<file path="config.mk">
export PLATFORM = sky130hd
export DESIGN_NAME = seg_capture_decoder
export DESIGN_NICKNAME = d
export VERILOG_FILES = /design/src/rtl/seg_capture_decoder.sv
export SDC_FILE = /design/constraint.sdc
export NUM_CORES = 1
export LEC_CHECK = 0
export ABC_AREA = 1
export BUFFER_PORTS_ARGS = -buffer_cell sky130_fd_sc_hd__buf_2
export CAP_MARGIN = 20
export CORE_MARGIN = 10
export CORE_UTILIZATION = 45
export CTS_BUF_LIST = sky130_fd_sc_hd__clkbuf_8
export DETAILED_ROUTE_END_ITERATION = 10
export GPL_TIMING_DRIVEN = 0
export PLACE_DENSITY = 0.7
export SLEW_MARGIN = 20
export SYNTH_ARGS = -nofsm -noshare
export SYNTH_HDL_FRONTEND = slang
export SYNTH_SLANG_ARGS = --single-unit
</file>
<file path="constraint.sdc">
create_clock -name clk -period 2.9 [get_ports clk]
set_clock_uncertainty 0.1 [all_clocks]
set_input_delay 0.145 -clock clk [delete_from_list [all_inputs] [get_ports clk]]
set_output_delay 0.145 -clock clk [all_outputs]
set_load 0.01 [all_outputs]
</file>
<file path="src/rtl/seg_capture_decoder.sv">
// -----------------------------------------------------------------------------
// seg_capture_decoder
// Monitors a multiplexed, active-low seven-segment display bus and recovers the
// hex nibble shown on each digit. Each digit dwell is debounced, then the
// segment pattern is decoded back to hex. The result goes into one nibble
// register per digit. Blank (all-off) and illegal patterns are flagged per digit.
//
// Ports:
//   clk          system clock
//   rst          synchronous active-high reset
//   seg_n[6:0]   segment bus {a,b,c,d,e,f,g}, a is MSB, active-low
//   an_n[N-1:0]  digit enables, active-low, bit i selects digit i
//   clr          synchronous clear of all captured state (same effect as rst)
//   hex_out      captured nibbles, digit i in bits [4i+3:4i]
//   digit_valid  digit i holds a successfully decoded nibble
//   digit_blank  last capture for digit i was all-off
//   digit_err    last capture for digit i was an illegal pattern
//   upd          one-cycle pulse on every capture
//   upd_idx      digit index of the capture, valid while upd=1
// -----------------------------------------------------------------------------
module seg_capture_decoder #(
    parameter int NUM_DIGITS    = 4,
    parameter int STABLE_CYCLES = 4
) (
    input  logic                    clk,
    input  logic                    rst,
    input  logic [6:0]              seg_n,
    input  logic [NUM_DIGITS-1:0]   an_n,
    input  logic                    clr,
    output logic [4*NUM_DIGITS-1:0] hex_out,
    output logic [NUM_DIGITS-1:0]   digit_valid,
    output logic [NUM_DIGITS-1:0]   digit_blank,
    output logic [NUM_DIGITS-1:0]   digit_err,
    output logic                    upd,
    output logic [2:0]              upd_idx
);

    localparam int SW = NUM_DIGITS + 7;
    localparam int CW = (STABLE_CYCLES > 2) ? $clog2(STABLE_CYCLES) : 1;
    localparam logic [CW-1:0] CNT_MAX = CW'(STABLE_CYCLES - 1);

    typedef enum logic [1:0] {
        IDLE   = 2'd0,
        SETTLE = 2'd1,
        HOLD   = 2'd2
    } state_t;

    // Returns {legal, nibble}; only exact matches of the encoder's glyphs are legal.
    function automatic logic [4:0] seg_decode(input logic [6:0] s);
        case (s)
            7'b0000001: seg_decode = {1'b1, 4'h0};
            7'b1001111: seg_decode = {1'b1, 4'h1};
            7'b0010010: seg_decode = {1'b1, 4'h2};
            7'b0000110: seg_decode = {1'b1, 4'h3};
            7'b1001100: seg_decode = {1'b1, 4'h4};
            7'b0100100: seg_decode = {1'b1, 4'h5};
            7'b0100000: seg_decode = {1'b1, 4'h6};
            7'b0001111: seg_decode = {1'b1, 4'h7};
            7'b0000000: seg_decode = {1'b1, 4'h8};
            7'b0001100: seg_decode = {1'b1, 4'h9};
            7'b0001000: seg_decode = {1'b1, 4'hA};
            7'b1100000: seg_decode = {1'b1, 4'hB};
            7'b0110001: seg_decode = {1'b1, 4'hC};
            7'b1000010: seg_decode = {1'b1, 4'hD};
            7'b0110000: seg_decode = {1'b1, 4'hE};
            7'b0111000: seg_decode = {1'b1, 4'hF};
            default:    seg_decode = {1'b0, 4'h0};
        endcase
    endfunction

    // Exactly one enable asserted (one zero in the active-low vector).
    function automatic logic is_single(input logic [NUM_DIGITS-1:0] an);
        logic [NUM_DIGITS-1:0] sel;
        sel       = ~an;
        is_single = (sel != '0) && ((sel & (sel - NUM_DIGITS'(1))) == '0);
    endfunction

    logic [SW-1:0]           smp_q, smp_d;
    logic [CW-1:0]           cnt_q, cnt_d;
    state_t                  state_q, state_d;
    logic [4*NUM_DIGITS-1:0] hex_q, hex_d;
    logic [NUM_DIGITS-1:0]   valid_q, valid_d;
    logic [NUM_DIGITS-1:0]   blank_q, blank_d;
    logic [NUM_DIGITS-1:0]   err_q, err_d;
    logic                    upd_q, upd_d;
    logic [2:0]              upd_idx_q, upd_idx_d;

    logic                    chg_s;
    logic                    new_single_s;
    logic                    capture_s;
    logic [2:0]              sel_idx_s;
    logic [4:0]              dec_s;

    // Input sample and stability counter: restart on any change, saturate otherwise.
    always_comb begin
        smp_d        = {an_n, seg_n};
        chg_s        = (smp_d != smp_q);
        new_single_s = is_single(smp_d[SW-1:7]);
        if (chg_s) begin
            cnt_d = '0;
        end else if (cnt_q == CNT_MAX) begin
            cnt_d = cnt_q;
        end else begin
            cnt_d = cnt_q + CW'(1);
        end
    end

    // Index of the selected digit in the held sample (meaningful only when single).
    always_comb begin
        sel_idx_s = 3'd0;
        for (int i = 0; i < NUM_DIGITS; i++) begin
            if (!smp_q[7+i]) begin
                sel_idx_s = 3'(i);
            end else begin
                sel_idx_s = sel_idx_s;
            end
        end
    end

    // Dwell FSM. Capture fires on the edge where the counter reaches its final
    // count with the sample unchanged, so the capture lands STABLE_CYCLES-1
    // edges after the first sample of the dwell.
    always_comb begin
        state_d   = state_q;
        capture_s = 1'b0;
        case (state_q)
            IDLE: begin
                if (new_single_s) begin
                    state_d = SETTLE;
                end else begin
                    state_d = IDLE;
                end
            end
            SETTLE: begin
                if (chg_s) begin
                    state_d = new_single_s ? SETTLE : IDLE;
                end else if (cnt_d == CNT_MAX) begin
                    capture_s = 1'b1;
                    state_d   = HOLD;
                end else begin
                    state_d = SETTLE;
                end
            end
            HOLD: begin
                if (chg_s) begin
                    state_d = new_single_s ? SETTLE : IDLE;
                end else begin
                    state_d = HOLD;
                end
            end
            default: state_d = IDLE;
        endcase
    end

    // Per-digit capture effect; only the selected digit is touched.
    always_comb begin
        dec_s     = seg_decode(smp_q[6:0]);
        hex_d     = hex_q;
        valid_d   = valid_q;
        blank_d   = blank_q;
        err_d     = err_q;
        upd_d     = capture_s;
        upd_idx_d = capture_s ? sel_idx_s : 3'd0;
        for (int i = 0; i < NUM_DIGITS; i++) begin
            if (capture_s && (sel_idx_s == 3'(i))) begin
                if (dec_s[4]) begin
                    hex_d[4*i +: 4] = dec_s[3:0];
                    valid_d[i]      = 1'b1;
                    blank_d[i]      = 1'b0;
                    err_d[i]        = 1'b0;
                end else if (smp_q[6:0] == 7'b1111111) begin
                    valid_d[i] = 1'b0;
                    blank_d[i] = 1'b1;
                    err_d[i]   = 1'b0;
                end else begin
                    valid_d[i] = 1'b0;
                    blank_d[i] = 1'b0;
                    err_d[i]   = 1'b1;
                end
            end else begin
                hex_d[4*i +: 4] = hex_q[4*i +: 4];
            end
        end
    end

    // State and output registers; rst and clr have identical effect.
    always_ff @(posedge clk) begin
        if (rst || clr) begin
            smp_q     <= '1;
            cnt_q     <= '0;
            state_q   <= IDLE;
            hex_q     <= '0;
            valid_q   <= '0;
            blank_q   <= '0;
            err_q     <= '0;
            upd_q     <= 1'b0;
            upd_idx_q <= 3'd0;
        end else begin
            smp_q     <= smp_d;
            cnt_q     <= cnt_d;
            state_q   <= state_d;
            hex_q     <= hex_d;
            valid_q   <= valid_d;
            blank_q   <= blank_d;
            err_q     <= err_d;
            upd_q     <= upd_d;
            upd_idx_q <= upd_idx_d;
        end
    end

    assign hex_out     = hex_q;
    assign digit_valid = valid_q;
    assign digit_blank = blank_q;
    assign digit_err   = err_q;
    assign upd         = upd_q;
    assign upd_idx     = upd_idx_q;

endmodule

</file>
==> impl_metrics.yaml, run 1 <==
run_status:
  outcome: "completed"
worst_setup_path:
  rr_startpoint: "smp_q[3]$_SDFF_PP1_"
  slowest_delay_ns: 0.46
  rrSetupSlack_ns: 0.84
  cp-startpoint: "smp_q[3]$_SDFF_PP1_"
  cp-end-kind: "flip-flop"
  path_max_fanout: 7
  reg2regPathDepth: 7
  cp_cell_sequence: "nand2_1 > nor3_1 > nand2_1 > nor2_1 > nor2_1 > nor2_1 > nor2_1"
  cp_common_cell: "nor2_1"
  crit_type: "reg2reg"
  required_ns: 2.99
  arrival_ns: 2.15
  slowest_stage: "dfxtp_1"
  rr_endpoint: "digit_err[1]$_SDFFE_PP0P_"
  critPathLaunchType: "flip-flop"
synth:
  syn-num-nets: 332
  avgSynthCellArea_um2: 6.72
  synth_enable_flop_cells: 0
  yosys_most_used_dff: "dfxtp_1"
  syn-cell-area_mm2: 0.00214
  synth.distinct_cells: 23
  synth_seq_area_share: 0.431
  synthArstFlopShare: 0
  yosysWarnings: 0
  ys_seq_elements: 46
  syn_inst: 318
timing:
  period_share: 0.709
  fin_crit_ns: 2.06
  rsz0062_at_grt: "no"
  worstMarginPinSlew_ns: 0.500
  maxSlewHeadroom: 0.666
  setup_ws_ns: 0.844
  fmax_mhz: 486
  hold_viol_final: 0
  setup_viol: 0
  setup_tns_ns: 0
  drv_slew: 0
clock_tree:
  cts_tree: "yes"
  cts_made_buffers: 5
  clk_pin_slew_worst_paths_ns: 0.09
  ctsRootBufferMaster: "clkbuf_8"
  clock_sinks: 46
  cts_max_level: 2
  post_cts_buffers: 0
  clockBufferDepth: 2
  clk_latency_ns: 0.29
global_route:
  gr-usage-met2: 0.246
  grt_use_met1: 0.159
  grt_pass1_vias: 2013
  grt_pass1_wl_um: 8850
  grt_max_degree: 15
  grt_overflow: 0
  grt-busiest-layer: "met2"
  track_usage: 0.139
  use_met3: 0.0346
  antenna_found_initial: 0
finish:
  fin_nets: 392
  insertedDiodeCount: 0
  syn_to_final_growth_pct: 21.7
  fillers: 481
  drive_gt1_frac: 0.198
  final_common_cell: "nand2_1"
  mostFrequentLayoutCells: "nand2_1 (87), nor2_1 (58), dfxtp_1 (46), buf_2 (44), inv_1 (29)"
  fin_cells: 433
hold_path:
  hp-start: "an_n[1]"
  hold-path-endpoint: "smp_q[8]$_SDFF_PP1_"
  hold_class: "in2reg"
  holdPathStages: 3
route:
  drt_wl_total_um: 5210
  drc: 0
  drtAntennaViolNets: 0
  via_per_inst: 4.81
  wl_per_cell_um: 12.0
  drt_iter0_drc: 108
  drt-pass1-iter-count: 4
  routed-via-count: 2081
floorplan:
  num_rows: 25
  initial_core_util: 0.459
  die_area_mm2: 0.00791
  core_mm2: 0.00466
  die_w_um: 88.9
  ios: 46
  fp.dieH_um: 88.9
placement:
  pre_cts_ws_ns: 0.888
  port_buffers: 44
  placedCellCount: 416
  gp_congestion: 0.871
  hpwl_um: 4010
run:
  maxCapViolCount: 0
power:
  pwr_density_cell_mw_per_mm2: 431
  ir_drop_mv: 0.204
  power.leakage_nw: 1.27
  power.total_mw: 1.12
state kept, by name, summed over array words and instances, names as in the netlist:
register / cells
hex_out: 16
state_q: 2
digit_blank: 4
digit_valid: 4
digit_err: 4
upd: 1
upd_idx: 2
cnt_q: 2
smp_q: 11
cell type report:
type                            count  area (um2)  area share
Sequential cell                    46         921       0.354
Timing Repair Buffer               53         310       0.119
Buffer                              5        26.3      0.0101
Tap cell                           54        67.6      0.0260
Inverter                           37         139      0.0534
Clock inverter                      3        17.5     0.00673
Clock buffer                        5        68.8      0.0264
Multi-Input combinational cell    230        1050       0.404
cells by family (layout without fill, tap and decap cells):
kind of cell,Yosys count,in the layout,share of synthesized area
xor+xnor,3,3,0.0123
compound gates,37,37,0.0872
simple gates,189,189,0.391
other cells,1,1,0.00175
buf+inv,42,103,0.0772
flops,46,46,0.431
what timing repair did:
item | CTS | global route
hold endpoints to repair | 9 | 0
hold buffers | 9 | 0
gates resized for setup | 0 | 0
through the flow:
step                instance area, um2   util  hold slack, ns
floorplan                         2140      -           0.150
global placement                  2430  0.521           0.251
detailed placement                2430  0.521           0.259
CTS                               2600  0.558         0.00550
global route                      2600  0.558          0.0216
finish                            2600  0.558         0.00566
synthesized netlist by cell type, types with 2 or more instances:
cell type / instances / area [um2]
nand2_1: 87 / 327
nor2_1: 58 / 218
dfxtp_1: 46 / 921
inv_1: 28 / 105
a21oi_1: 25 / 125
nand3_1: 22 / 110
inv_2: 8 / 30.0
nor2_4: 6 / 67.6
o21ai_1: 6 / 30.0
nand4_1: 5 / 31.3
o21ai_0: 5 / 25.0
clkbuf_1: 3 / 11.3
nor2_2: 3 / 18.8
or2_2: 3 / 18.8
xnor2_1: 3 / 26.3
buf_4: 2 / 15.0
nor3_1: 2 / 10.0
worst max-delay path, delay by kind of cell, from the launching register on:
kind	cells	cell delay [ns]
DFF	1	0.46
and+or+nand+nor	7	1.40
worst max path at each step:
stage	endpoint	slack (ns)	cells after the start
global placement	digit_err[0]$_SDFFE_PP0P_	0.92	7
CTS	digit_err[1]$_SDFFE_PP0P_	0.87	7
floorplan	hex_out[1]$_SDFFE_PP0P_	1.27	11
detailed placement	digit_err[0]$_SDFFE_PP0P_	0.89	7
finish	digit_err[1]$_SDFFE_PP0P_	0.84	7
global route	digit_err[1]$_SDFFE_PP0P_	0.54	7
layer usage:
metal,vias to the layer above,part of all wire
met3,7,0.054
met1,912,0.46
met2,43,0.47
met4,0,0.011
li1,1119,-
met5,-,0
where the power goes:
group | leakage (nW) | total (mW) | switching, mW | internal, mW
registers | 0.373 | 0.646 | 0.00861 | 0.638
logic | 0.847 | 0.0956 | 0.0590 | 0.0366
clock network | 0.0493 | 0.380 | 0.214 | 0.167
total | 1.27 | 1.12 | 0.281 | 0.841
No activity file was read; power rests on OpenSTA's default activity.
==> run 2: changes to the inputs <==
--- a/config.mk
+++ b/config.mk
@@ -13,7 +13,7 @@
 export CTS_BUF_LIST = sky130_fd_sc_hd__clkbuf_8
 export DETAILED_ROUTE_END_ITERATION = 10
 export GPL_TIMING_DRIVEN = 0
-export PLACE_DENSITY = 0.7
+export PLACE_DENSITY = 0.73
 export SLEW_MARGIN = 20
 export SYNTH_ARGS = -nofsm -noshare
 export SYNTH_HDL_FRONTEND = slang
==> constraint.sdc (replaced) <==
create_clock -name clk -period 1.8 [get_ports clk]
set_clock_uncertainty 0.1 [all_clocks]
set_input_delay 0.09 -clock clk [delete_from_list [all_inputs] [get_ports clk]]
set_output_delay 0.09 -clock clk [all_outputs]
set_load 0.01 [all_outputs]
==> impl_metrics.yaml, run 2 (synthesis results as in run 1) <==
worst_setup_path:
  crit_type: "reg2reg"
  critPathLaunchType: "flip-flop"
  arrival_ns: 1.88
  cp-end-kind: "flip-flop"
  required_ns: 1.90
  path_max_fanout: 8
route:
  routed-via-count: 2212
  drt-pass1-iter-count: 4
  wl_per_cell_um: 13.1
  drtAntennaViolNets: 0
  drt_iter0_drc: 96
  via_per_inst: 4.99
  drt_wl_total_um: 5810
  drc: 0
power:
  p_clk_frac: 0.391
  p_int_mw: 1.54
  power_frac_comb: 0.096
  pwr_density_cell_mw_per_mm2: 691
  power.total_mw: 2.02
  power.leakage_nw: 1.35
  seqPwrFrac: 0.513
  power_switching_mw: 0.479
  switching_share: 0.237
  ir_drop_mv: 0.350
run:
  maxCapViolCount: 0
timing:
  period_share: 0.990
  fin_hold_ws_ns: 0.0450
  rsz0062_at_grt: "yes"
  maxSlewHeadroom: 0.656
  fin_crit_ns: 1.78
  fmax_mhz: 561
  setup_viol: 0
  worstMarginPinSlew_ns: 0.515
  drv_slew: 0
  hold_viol_final: 0
global_route:
  antenna_found_initial: 0
  grt_overflow: 0
  grt_pass1_vias: 2046
  grt_max_degree: 14
  track_usage: 0.145
  grt_pass1_wl_um: 9180
clock_tree:
  clockBufferDepth: 2
  cts_made_buffers: 5
  cts_max_level: 2
  clock_sinks: 46
  clk_pin_slew_worst_paths_ns: 0.09
  ctsRootBufferMaster: "clkbuf_8"
  clk_latency_ns: 0.30
  cts_tree: "yes"
hold_path:
  hold_class: "in2reg"
finish:
  insertedDiodeCount: 0
  mostFrequentLayoutCells: "nand2_1 (78), nor2_1 (42), buf_2 (42), dfxtp_1 (36), inv_1 (26)"
  syn_to_final_growth_pct: 37.0
  fin_nets: 403
  final_common_cell: "nand2_1"
  largest_reg_flops: 16
  drive_gt1_frac: 0.342
  fillers: 441
  final_core_util: 0.628
floorplan:
  core_mm2: 0.00466
  die_area_mm2: 0.00791
  num_rows: 25
  die_w_um: 88.9
  fp.dieH_um: 88.9
  initial_core_util: 0.459
  ios: 46
placement:
  gp_congestion: 0.900
  port_buffers: 44
  hpwl_um: 3980
run_status:
  outcome: "completed"
==> run 2: final cells by class <==
cell class | count | area [um2] | share of cell area
Clock inverter | 1 | 30.0 | 0.0103
Sequential cell | 46 | 953 | 0.326
Multi-Input combinational cell | 231 | 1220 | 0.418
Inverter | 37 | 144 | 0.0491
Tap cell | 54 | 67.6 | 0.0231
Buffer | 5 | 30.0 | 0.0103
Clock buffer | 6 | 82.6 | 0.0282
Timing Repair Buffer | 63 | 398 | 0.136
==> run 2: power by group through the flow <==
stage                     clock, mW  combinational, mW  sequential [mW]
after floorplan                   0             0.0957             1.06
after global placement            0              0.135             1.06
after detailed placement          0              0.137             1.07
after CTS                     0.800              0.168             1.04
after global routing          0.846              0.216             1.04
final                         0.790              0.194             1.04
==> run 2: timing repair <==
action                                  4_1_cts  5_1_grt
cloned                                        0        1
hold buffers                                 11        0
endpoints found under the hold margin        11        0
endpoints found under the setup margin       28       28
setup buffers                                 6        4
pin swaps                                     5       29
gates resized for setup                      18       53
==> run 2: worst max-delay path, cell delays in order, from the launching register on <==
cell and delay, ns:
dfxtp_4 0.37, inv_2 0.03, nand2_1 0.05, nand2_1 0.09, nor2_4 0.10, nand2_2 0.07
nor2_4 0.15, nand4_4 0.21, nor2_4 0.28, inv_2 0.09, nor2_2 0.11, nor2_1 0.04
==> run 2: final timing paths <==
| kind | from | endpoint | slack (ns) | cells after the start |
|---|---|---|---|---|
| worst max-delay path | smp_q[9]$_SDFF_PP1_ | digit_err[3]$_SDFFE_PP0P_ | 0.02 | 11 |
| worst min register to register | hex_out[7]$_SDFFE_PP0P_ | hex_out[7]$_SDFFE_PP0P_ | 0.36 | 2 |
| worst max register to register | smp_q[9]$_SDFF_PP1_ | digit_err[3]$_SDFFE_PP0P_ | 0.02 | 11 |
| worst min-delay path | rst | digit_err[2]$_SDFFE_PP0P_ | 0.05 | 4 |
==> run 2: layer usage <==
layer,GRT usage,part of all wire,vias to the layer above
li1,-,-,1144
met1,0.170,0.41,999
met2,0.256,0.52,57
met3,0.0401,0.061,12
met4,0.0347,0.013,0
met5,0,0,-
==> run 2: metrics by stage <==
stage | TNS [ns] | worst slack [ns] | instance area [um2] | std cells
final | 0 | 0.0175 | 2930 | 443
after global routing | -1.74 | -0.123 | 2930 | 443
after CTS | -0.00105 | -0.00105 | 2730 | 440
after detailed placement | -2.30 | -0.180 | 2430 | 416
after global placement | -0.896 | -0.113 | 2430 | 416
after floorplan | 0 | 0.173 | 2140 | 318
